--- src/rtl/prog_loader_pkg.sv ---
// Shared definitions for the boot loader and the 9-bit accumulator core.
// Contents:
//   LDR_PC_WIDTH / LDR_INSTR_WIDTH / LDR_CYC_WIDTH - default widths shared with the core
//   ldr_state_e    - loader FSM state encoding
//   hi_byte_legal  - framing check on the high byte of a machine-code word
package prog_loader_pkg;

    localparam int LDR_PC_WIDTH    = 12;
    localparam int LDR_INSTR_WIDTH = 9;
    localparam int LDR_CYC_WIDTH   = 16;

    typedef enum logic [2:0] {
        LD_LO   = 3'd0,
        LD_HI   = 3'd1,
        WRITE   = 3'd2,
        RELEASE = 3'd3,
        RUN     = 3'd4,
        HALT    = 3'd5,
        ERR     = 3'd6
    } ldr_state_e;

    // Only bit 0 of the high byte carries instruction data; anything above it is a framing error.
    function automatic logic hi_byte_legal(input logic [7:0] hi_byte);
        return (hi_byte[7:1] == 7'd0);
    endfunction

endpackage

--- src/rtl/prog_loader_sat_counter.sv ---
// Saturating up-counter used to measure core run time.
// Ports:
//   i_clk    - clock, rising edge
//   i_rst_n  - asynchronous active-low reset, clears count
//   i_clr    - synchronous clear (priority over i_en)
//   i_en     - count enable; count holds at all-ones once reached
//   o_count  - registered count value
module sat_counter #(
    parameter int WIDTH = 16
) (
    input  logic             i_clk,
    input  logic             i_rst_n,
    input  logic             i_clr,
    input  logic             i_en,
    output logic [WIDTH-1:0] o_count
);

    logic [WIDTH-1:0] r_count;

    // Count register: clear wins, then increment unless already saturated.
    always_ff @(posedge i_clk or negedge i_rst_n) begin
        if (!i_rst_n) begin
            r_count <= {WIDTH{1'b0}};
        end else if (i_clr) begin
            r_count <= {WIDTH{1'b0}};
        end else if (i_en && (r_count != {WIDTH{1'b1}})) begin
            r_count <= r_count + {{(WIDTH-1){1'b0}}, 1'b1};
        end else begin
            r_count <= r_count;
        end
    end

    assign o_count = r_count;

endmodule

--- src/rtl/prog_loader.sv ---
// Boot loader for the 9-bit accumulator core. Packs a byte stream (low byte, then high byte) into
// machine-code words, writes them to instruction memory, releases the core and pulses start, then
// times the run until the core reports done and freezes it again.
// Ports:
//   clk, reset          - clock; asynchronous active-low reset
//   s_valid/s_ready/s_data/s_last - byte stream in (s_last only legal on a high byte)
//   im_we/im_addr/im_data - instruction memory write port, one strobe per word
//   core_reset, start   - core control: active-high reset, one-cycle start pulse
//   done                - core completion level
//   busy, load_err      - status: busy outside HALT/ERR, sticky load error
//   word_count          - words written so far
//   run_cycles          - cycles from start pulse to done (saturating)
module prog_loader
    import prog_loader_pkg::*;
#(
    parameter int PC_WIDTH    = LDR_PC_WIDTH,
    parameter int INSTR_WIDTH = LDR_INSTR_WIDTH,
    parameter int MAX_WORDS   = 1 << PC_WIDTH,
    parameter int CYC_WIDTH   = LDR_CYC_WIDTH
) (
    input  logic                   clk,
    input  logic                   reset,
    input  logic                   s_valid,
    output logic                   s_ready,
    input  logic [7:0]             s_data,
    input  logic                   s_last,
    output logic                   im_we,
    output logic [PC_WIDTH-1:0]    im_addr,
    output logic [INSTR_WIDTH-1:0] im_data,
    output logic                   core_reset,
    output logic                   start,
    input  logic                   done,
    output logic                   busy,
    output logic                   load_err,
    output logic [PC_WIDTH:0]      word_count,
    output logic [CYC_WIDTH-1:0]   run_cycles
);

    localparam logic [PC_WIDTH:0] C_MAX_WORDS = (PC_WIDTH+1)'(MAX_WORDS);

    ldr_state_e               r_state;
    ldr_state_e               w_next_state;
    logic                     w_accept;
    logic [7:0]               r_lo_byte;
    logic                     r_last;
    logic [PC_WIDTH:0]        r_word_count;

    logic                     r_s_ready;
    logic                     r_im_we;
    logic [PC_WIDTH-1:0]      r_im_addr;
    logic [INSTR_WIDTH-1:0]   r_im_data;
    logic                     r_core_reset;
    logic                     r_start;
    logic                     r_busy;
    logic                     r_load_err;

    logic                     w_s_ready;
    logic                     w_im_we;
    logic                     w_core_reset;
    logic                     w_start;
    logic                     w_busy;
    logic                     w_load_err;

    // s_ready is a flop, so acceptance never depends combinationally on s_valid.
    assign w_accept = s_valid && r_s_ready;

    // State register.
    always_ff @(posedge clk or negedge reset) begin
        if (!reset) begin
            r_state <= LD_LO;
        end else begin
            r_state <= w_next_state;
        end
    end

    // Next-state logic.
    always_comb begin
        w_next_state = r_state;
        case (r_state)
            LD_LO: begin
                if (w_accept) begin
                    w_next_state = s_last ? ERR : LD_HI;
                end else begin
                    w_next_state = LD_LO;
                end
            end
            LD_HI: begin
                if (w_accept) begin
                    if (!hi_byte_legal(s_data) || (r_word_count == C_MAX_WORDS)) begin
                        w_next_state = ERR;
                    end else begin
                        w_next_state = WRITE;
                    end
                end else begin
                    w_next_state = LD_HI;
                end
            end
            WRITE:   w_next_state = r_last ? RELEASE : LD_LO;
            RELEASE: w_next_state = RUN;     // done is deliberately ignored here: stale from a prior run
            RUN: begin
                if (done) begin
                    w_next_state = HALT;
                end else begin
                    w_next_state = RUN;
                end
            end
            HALT:    w_next_state = HALT;
            ERR:     w_next_state = ERR;
            default: w_next_state = ERR;
        endcase
    end

    // Output decode from the next state; the values are registered below so each output
    // is valid during the state it belongs to.
    always_comb begin
        w_s_ready    = 1'b0;
        w_im_we      = 1'b0;
        w_core_reset = 1'b1;
        w_start      = 1'b0;
        w_busy       = 1'b1;
        w_load_err   = 1'b0;
        case (w_next_state)
            LD_LO:   w_s_ready = 1'b1;
            LD_HI:   w_s_ready = 1'b1;
            WRITE:   w_im_we   = 1'b1;
            RELEASE: begin
                w_core_reset = 1'b0;
                w_start      = 1'b1;
            end
            RUN:     w_core_reset = 1'b0;
            HALT:    w_busy = 1'b0;
            ERR: begin
                w_busy     = 1'b0;
                w_load_err = 1'b1;
            end
            default: begin
                w_busy     = 1'b0;
                w_load_err = 1'b1;
            end
        endcase
    end

    // Control output registers.
    always_ff @(posedge clk or negedge reset) begin
        if (!reset) begin
            r_s_ready    <= 1'b1;
            r_im_we      <= 1'b0;
            r_core_reset <= 1'b1;
            r_start      <= 1'b0;
            r_busy       <= 1'b1;
            r_load_err   <= 1'b0;
        end else begin
            r_s_ready    <= w_s_ready;
            r_im_we      <= w_im_we;
            r_core_reset <= w_core_reset;
            r_start      <= w_start;
            r_busy       <= w_busy;
            r_load_err   <= w_load_err;
        end
    end

    // Word assembly and memory write port; address/data are held between writes.
    always_ff @(posedge clk or negedge reset) begin
        if (!reset) begin
            r_lo_byte    <= 8'd0;
            r_last       <= 1'b0;
            r_im_addr    <= {PC_WIDTH{1'b0}};
            r_im_data    <= {INSTR_WIDTH{1'b0}};
            r_word_count <= {(PC_WIDTH+1){1'b0}};
        end else begin
            if (w_accept && (r_state == LD_LO)) begin
                r_lo_byte <= s_data;
            end
            if ((r_state == LD_HI) && (w_next_state == WRITE)) begin
                r_last    <= s_last;
                r_im_addr <= r_word_count[PC_WIDTH-1:0];
                r_im_data <= INSTR_WIDTH'({s_data[0], r_lo_byte});
            end
            // Overflow is caught in LD_HI, so the count never exceeds MAX_WORDS.
            if (r_state == WRITE) begin
                r_word_count <= r_word_count + {{PC_WIDTH{1'b0}}, 1'b1};
            end
        end
    end

    // Run timer: cleared on the start cycle, counts RUN cycles that do not see done.
    sat_counter #(
        .WIDTH (CYC_WIDTH)
    ) u_run_cnt (
        .i_clk   (clk),
        .i_rst_n (reset),
        .i_clr   (r_state == RELEASE),
        .i_en    ((r_state == RUN) && !done),
        .o_count (run_cycles)
    );

    assign s_ready    = r_s_ready;
    assign im_we      = r_im_we;
    assign im_addr    = r_im_addr;
    assign im_data    = r_im_data;
    assign core_reset = r_core_reset;
    assign start      = r_start;
    assign busy       = r_busy;
    assign load_err   = r_load_err;
    assign word_count = r_word_count;

endmodule

--- config.mk ---
export PLATFORM = sky130hd
export DESIGN_NAME = prog_loader
export DESIGN_NICKNAME = d
export VERILOG_FILES = /design/src/rtl/prog_loader_pkg.sv /design/src/rtl/prog_loader_sat_counter.sv /design/src/rtl/prog_loader.sv
export SDC_FILE = /design/constraint.sdc
export NUM_CORES = 1
export LEC_CHECK = 0
export BUFFER_PORTS_ARGS = -buffer_cell sky130_fd_sc_hd__buf_2
export CAP_MARGIN = 20
export CORE_MARGIN = 4
export CORE_UTILIZATION = 49
export DETAILED_ROUTE_END_ITERATION = 6
export GPL_ROUTABILITY_DRIVEN = 0
export GPL_TIMING_DRIVEN = 0
export MAX_ROUTING_LAYER = met4
export PLACE_DENSITY = 0.75
export SYNTH_ARGS = -nofsm -noshare
export SYNTH_HDL_FRONTEND = slang
export SYNTH_SLANG_ARGS = --single-unit
--- constraint.sdc ---
create_clock -name clk -period 2 [get_ports clk]
set_input_delay 0.3 -clock clk [delete_from_list [all_inputs] [get_ports clk]]
set_output_delay 0.3 -clock clk [all_outputs]
set_load 0.1 [all_outputs]
==> summary.txt <==
Synthesis
  • Seq/Total Area, Yosys: 51.94%
  • Post-synth EDFFs: 0
  • Cell Area, Synth: ~3300 um2
  • Avg Inst Size Synth: 12.34 um2
  • Netlist cell types: 51
  • FF+latch count, synth: 68
  • Post-synth ARST share: 100.0%
  • Top FF cell, synth: dfrtp_1
  • Synth warn: 0
  • Syn Nets: around 280
  • Mapped Cells: roughly 270

Worst setup path
  • Reg2reg setup slack: -0.21 ns
  • CP dominant cell by count: buf_12
  • CP Data Arrival Time: 2.41 ns
  • Worst Path Required: 2.20 ns
  • Critical path, cell by cell: inv_2 -> ha_1 -> nor4b_2 -> nand3_1 -> or4_4 -> nand3_4 -> buf_12 -> buf_12 -> mux2_2
  • Crit path launch type: flip-flop
  • Setup CP Type: reg -> reg
  • CP max FO: 4
  • Slowest cell on the critical path: dfrtp_4
  • Endpoint type of the worst setup path: flip-flop
  • Crit-path max cell delay: 0.49 ns

Die
  • FP Rows: 29
  • IO Count: 69
  • CORE AREA: 6422 um2
  • DIE WIDTH: 89.86 um
  • Initial Utilization: 51.12%
  • Total Die Area: about 8100 um2
  • Vert. Die Dim: 89.86 um

Global routing
  • Vias in the first global route: roughly 2400
  • Largest net degree at the start of global routing: 69
  • Initial antenna violation count: 0
  • Grt ovf: 0
  • Global-route wire length before repair: ~12 mm
  • Total GRT Usage: 18.52%

CTS
  • Bufs on Longest Clock Path: 2
  • Hold buffers post-CTS: 0
  • Clock slew at the register clock pins of the worst setup and hold paths: approximately 0.080 ns
  • CTS tree: done
  • Clk Latency, worst-skew pair: about 0.32 ns
  • CTS buffer count: 9
  • H-tree levels: 3
  • Clock root cell: clkbuf_8
  • Total clock sinks: 68

Power and ir drop
  • Max IR drop VDD: between 0.6 and 0.7 mV
  • Leak pwr: 2.090 nW
  • Power Dens Cells: 1518 nW/um2
  • Post-route total power: 0.006419 W

Cells and area
  • Most common cell after layout, fill and taps aside: buf_2
  • Commonest cells after routing, fill and taps aside: buf_2 (70), dfrtp_1 (36), dfrtp_2 (22)
  • Fraction of layout cells with a size suffix above 1: 52.63%
  • Layout area overhead: 28.77%
  • Design Area, Final: 4228 um2
  • Diode count: 0
  • Layout Nets: 372

STA
  • Max Clock Freq: 0.4526 GHz
  • Minimum clock period: 2.210 ns
  • RSZ-0062 raised after global routing: true
  • Hold Vio Cnt, Final: 0
  • Worst-Margin Slew: 0.8382 ns
  • Period utilisation layout: 110.5%
  • Final Worst Setup Slack: -0.2097 ns
  • Worst slew margin: 44.12%
  • Final Skew: around 0.011 ns
  • Setup Viol. Count Final: 22
  • Fin Hold WS: 0.07193 ns
  • Slew Viols, Final: 0

Route
  • DR vias: ~2400
  • DR pass1 iterations: 4
  • Initial DRC count: 98
  • Post-Route WL: 7.062 mm
  • Routed WL per cell: 16.12 um
  • DRC Markers: 0
  • Final ANT Viol Nets: 0
  • Vias per inst: 5.436

Outcome
  • Failing checks: setup timing
  • Status: finished, violations left

Placed design
  • Detailed-placement wirelength estimate: 4.767 mm
  • Cell Area, Placed: between 3000 and 4000 um2
  • Buffers on Ports: 68

Job
  • Max Cap Violations: 0

Hold path
  • Worst Hold Class: in -> async
[sequential cells by signal, indices dropped and copies added, names as in the netlist]
name	flops
im_addr	12
r_state	3
r_last	1
busy	1
start	1
word_count	13
im_we	1
u_run_cnt.o_count	16
im_data	9
load_err	1
core_reset	1
r_lo_byte	8
s_ready	1
[stage by stage]
step	utilization, %	cells	setup TNS [ns]	setup slack, ns
after floorplan	-	266	-5.052	-0.2450
after global placement	59.40	411	-4.920	-0.2486
after detailed placement	59.44	411	-5.017	-0.2576
after CTS	64.80	434	-3.985	-0.1976
after global routing	65.83	438	-6.463	-0.3096
final	65.83	438	-4.311	-0.2097
[Yosys cell counts (3+ instances only)]
cell type  number  area, um2
mux2_2         11      123.9
and4_1          3      26.28
nor4_1          4      25.02
inv_1           9      33.78
ha_1            3      37.54
nand3_1        10      50.05
nor2b_1         3      18.77
a21oi_1         8      40.04
a211oi_1        3      22.52
nand2_1        22      82.58
or4_1           3      22.52
buf_2           4      20.02
and3_1          5      31.28
mux2_4         19      285.3
nor2_1         15      56.30
nor3_1          6      30.03
nand4_1         8      50.05
xnor2_1        10      87.58
mux2i_1         3      30.03
and2_1          3      18.77
a31oi_1         3      18.77
dfrtp_1        65       1627
o21ai_0         6      30.03
dfstp_2         3      78.83
xor2_1          4      35.03
[path summary, 6_finish.rpt]
path | end | startpoint | cells after the start
worst max register to register | im_data[0] | word_count[0] | 9
min in group clk | r_lo_byte[3] | s_data[3] | 2
max in group asynchronous | u_run_cnt.o_count[6] | reset | 1
worst min register to register | word_count[12] | word_count[12] | 1
worst max-delay path | im_data[0] | word_count[0] | 9
worst min-delay path | im_data[3] | reset | 1
[worst max-delay path: cells and delay by family (launching register included)]
kind          cells  cell delay [ns]
fa+ha+maj         1             0.13
buf+inv           3             0.29
flops             1             0.49
mux               1             0.32
simple gates      4             0.84
[timing repair]
action                     4_1_cts  5_1_grt
setup endpoints to repair       24       37
resized for setup                5        8
cloned                           2        0
pin swaps                        1        1
setup buffers                    6        4
[final cells by class]
cell class / count / area (um2)
fill: 493 / 2195
sequential: 68 / 1763
multi-input combinational: 179 / 1539
timing repair buffer: 80 / 498.0
clock buffer: 13 / 168.9
tap: 77 / 96.34
buffer: 9 / 85.08
clock inverter: 3 / 43.79
inverter: 9 / 33.78
[layer usage]
layer / wire [um] / part of all wire, % / track usage, %
met5: 0 / 0 / -
met4: 55 / 0.78 / 5.230
met3: 293 / 4.1 / 3.840
met2: 3528 / 50 / 29.26
met1: 3186 / 45 / 24.43
[where the power goes]
part / internal (W) / switching, W
clock: 0.000680 / 0.000496
combinational: 0.000721 / 0.00242
sequential: 0.00179 / 0.000307
total: 0.00320 / 0.00322
[kinds of logic after synthesis]
| logic type | Yosys count | synth area share, % |
|---|---|---|
| xor gates and xnor gates | 14 | 3.735 |
| buffers and inverters | 19 | 3.887 |
| adders and majority gates | 3 | 1.143 |
| muxes | 33 | 13.38 |
| and+or+nand+nor | 96 | 17.61 |
| AOI/OAI and AO/OA | 33 | 8.308 |
| DFF | 68 | 51.94 |
No activity file was read; power rests on OpenSTA's default activity.
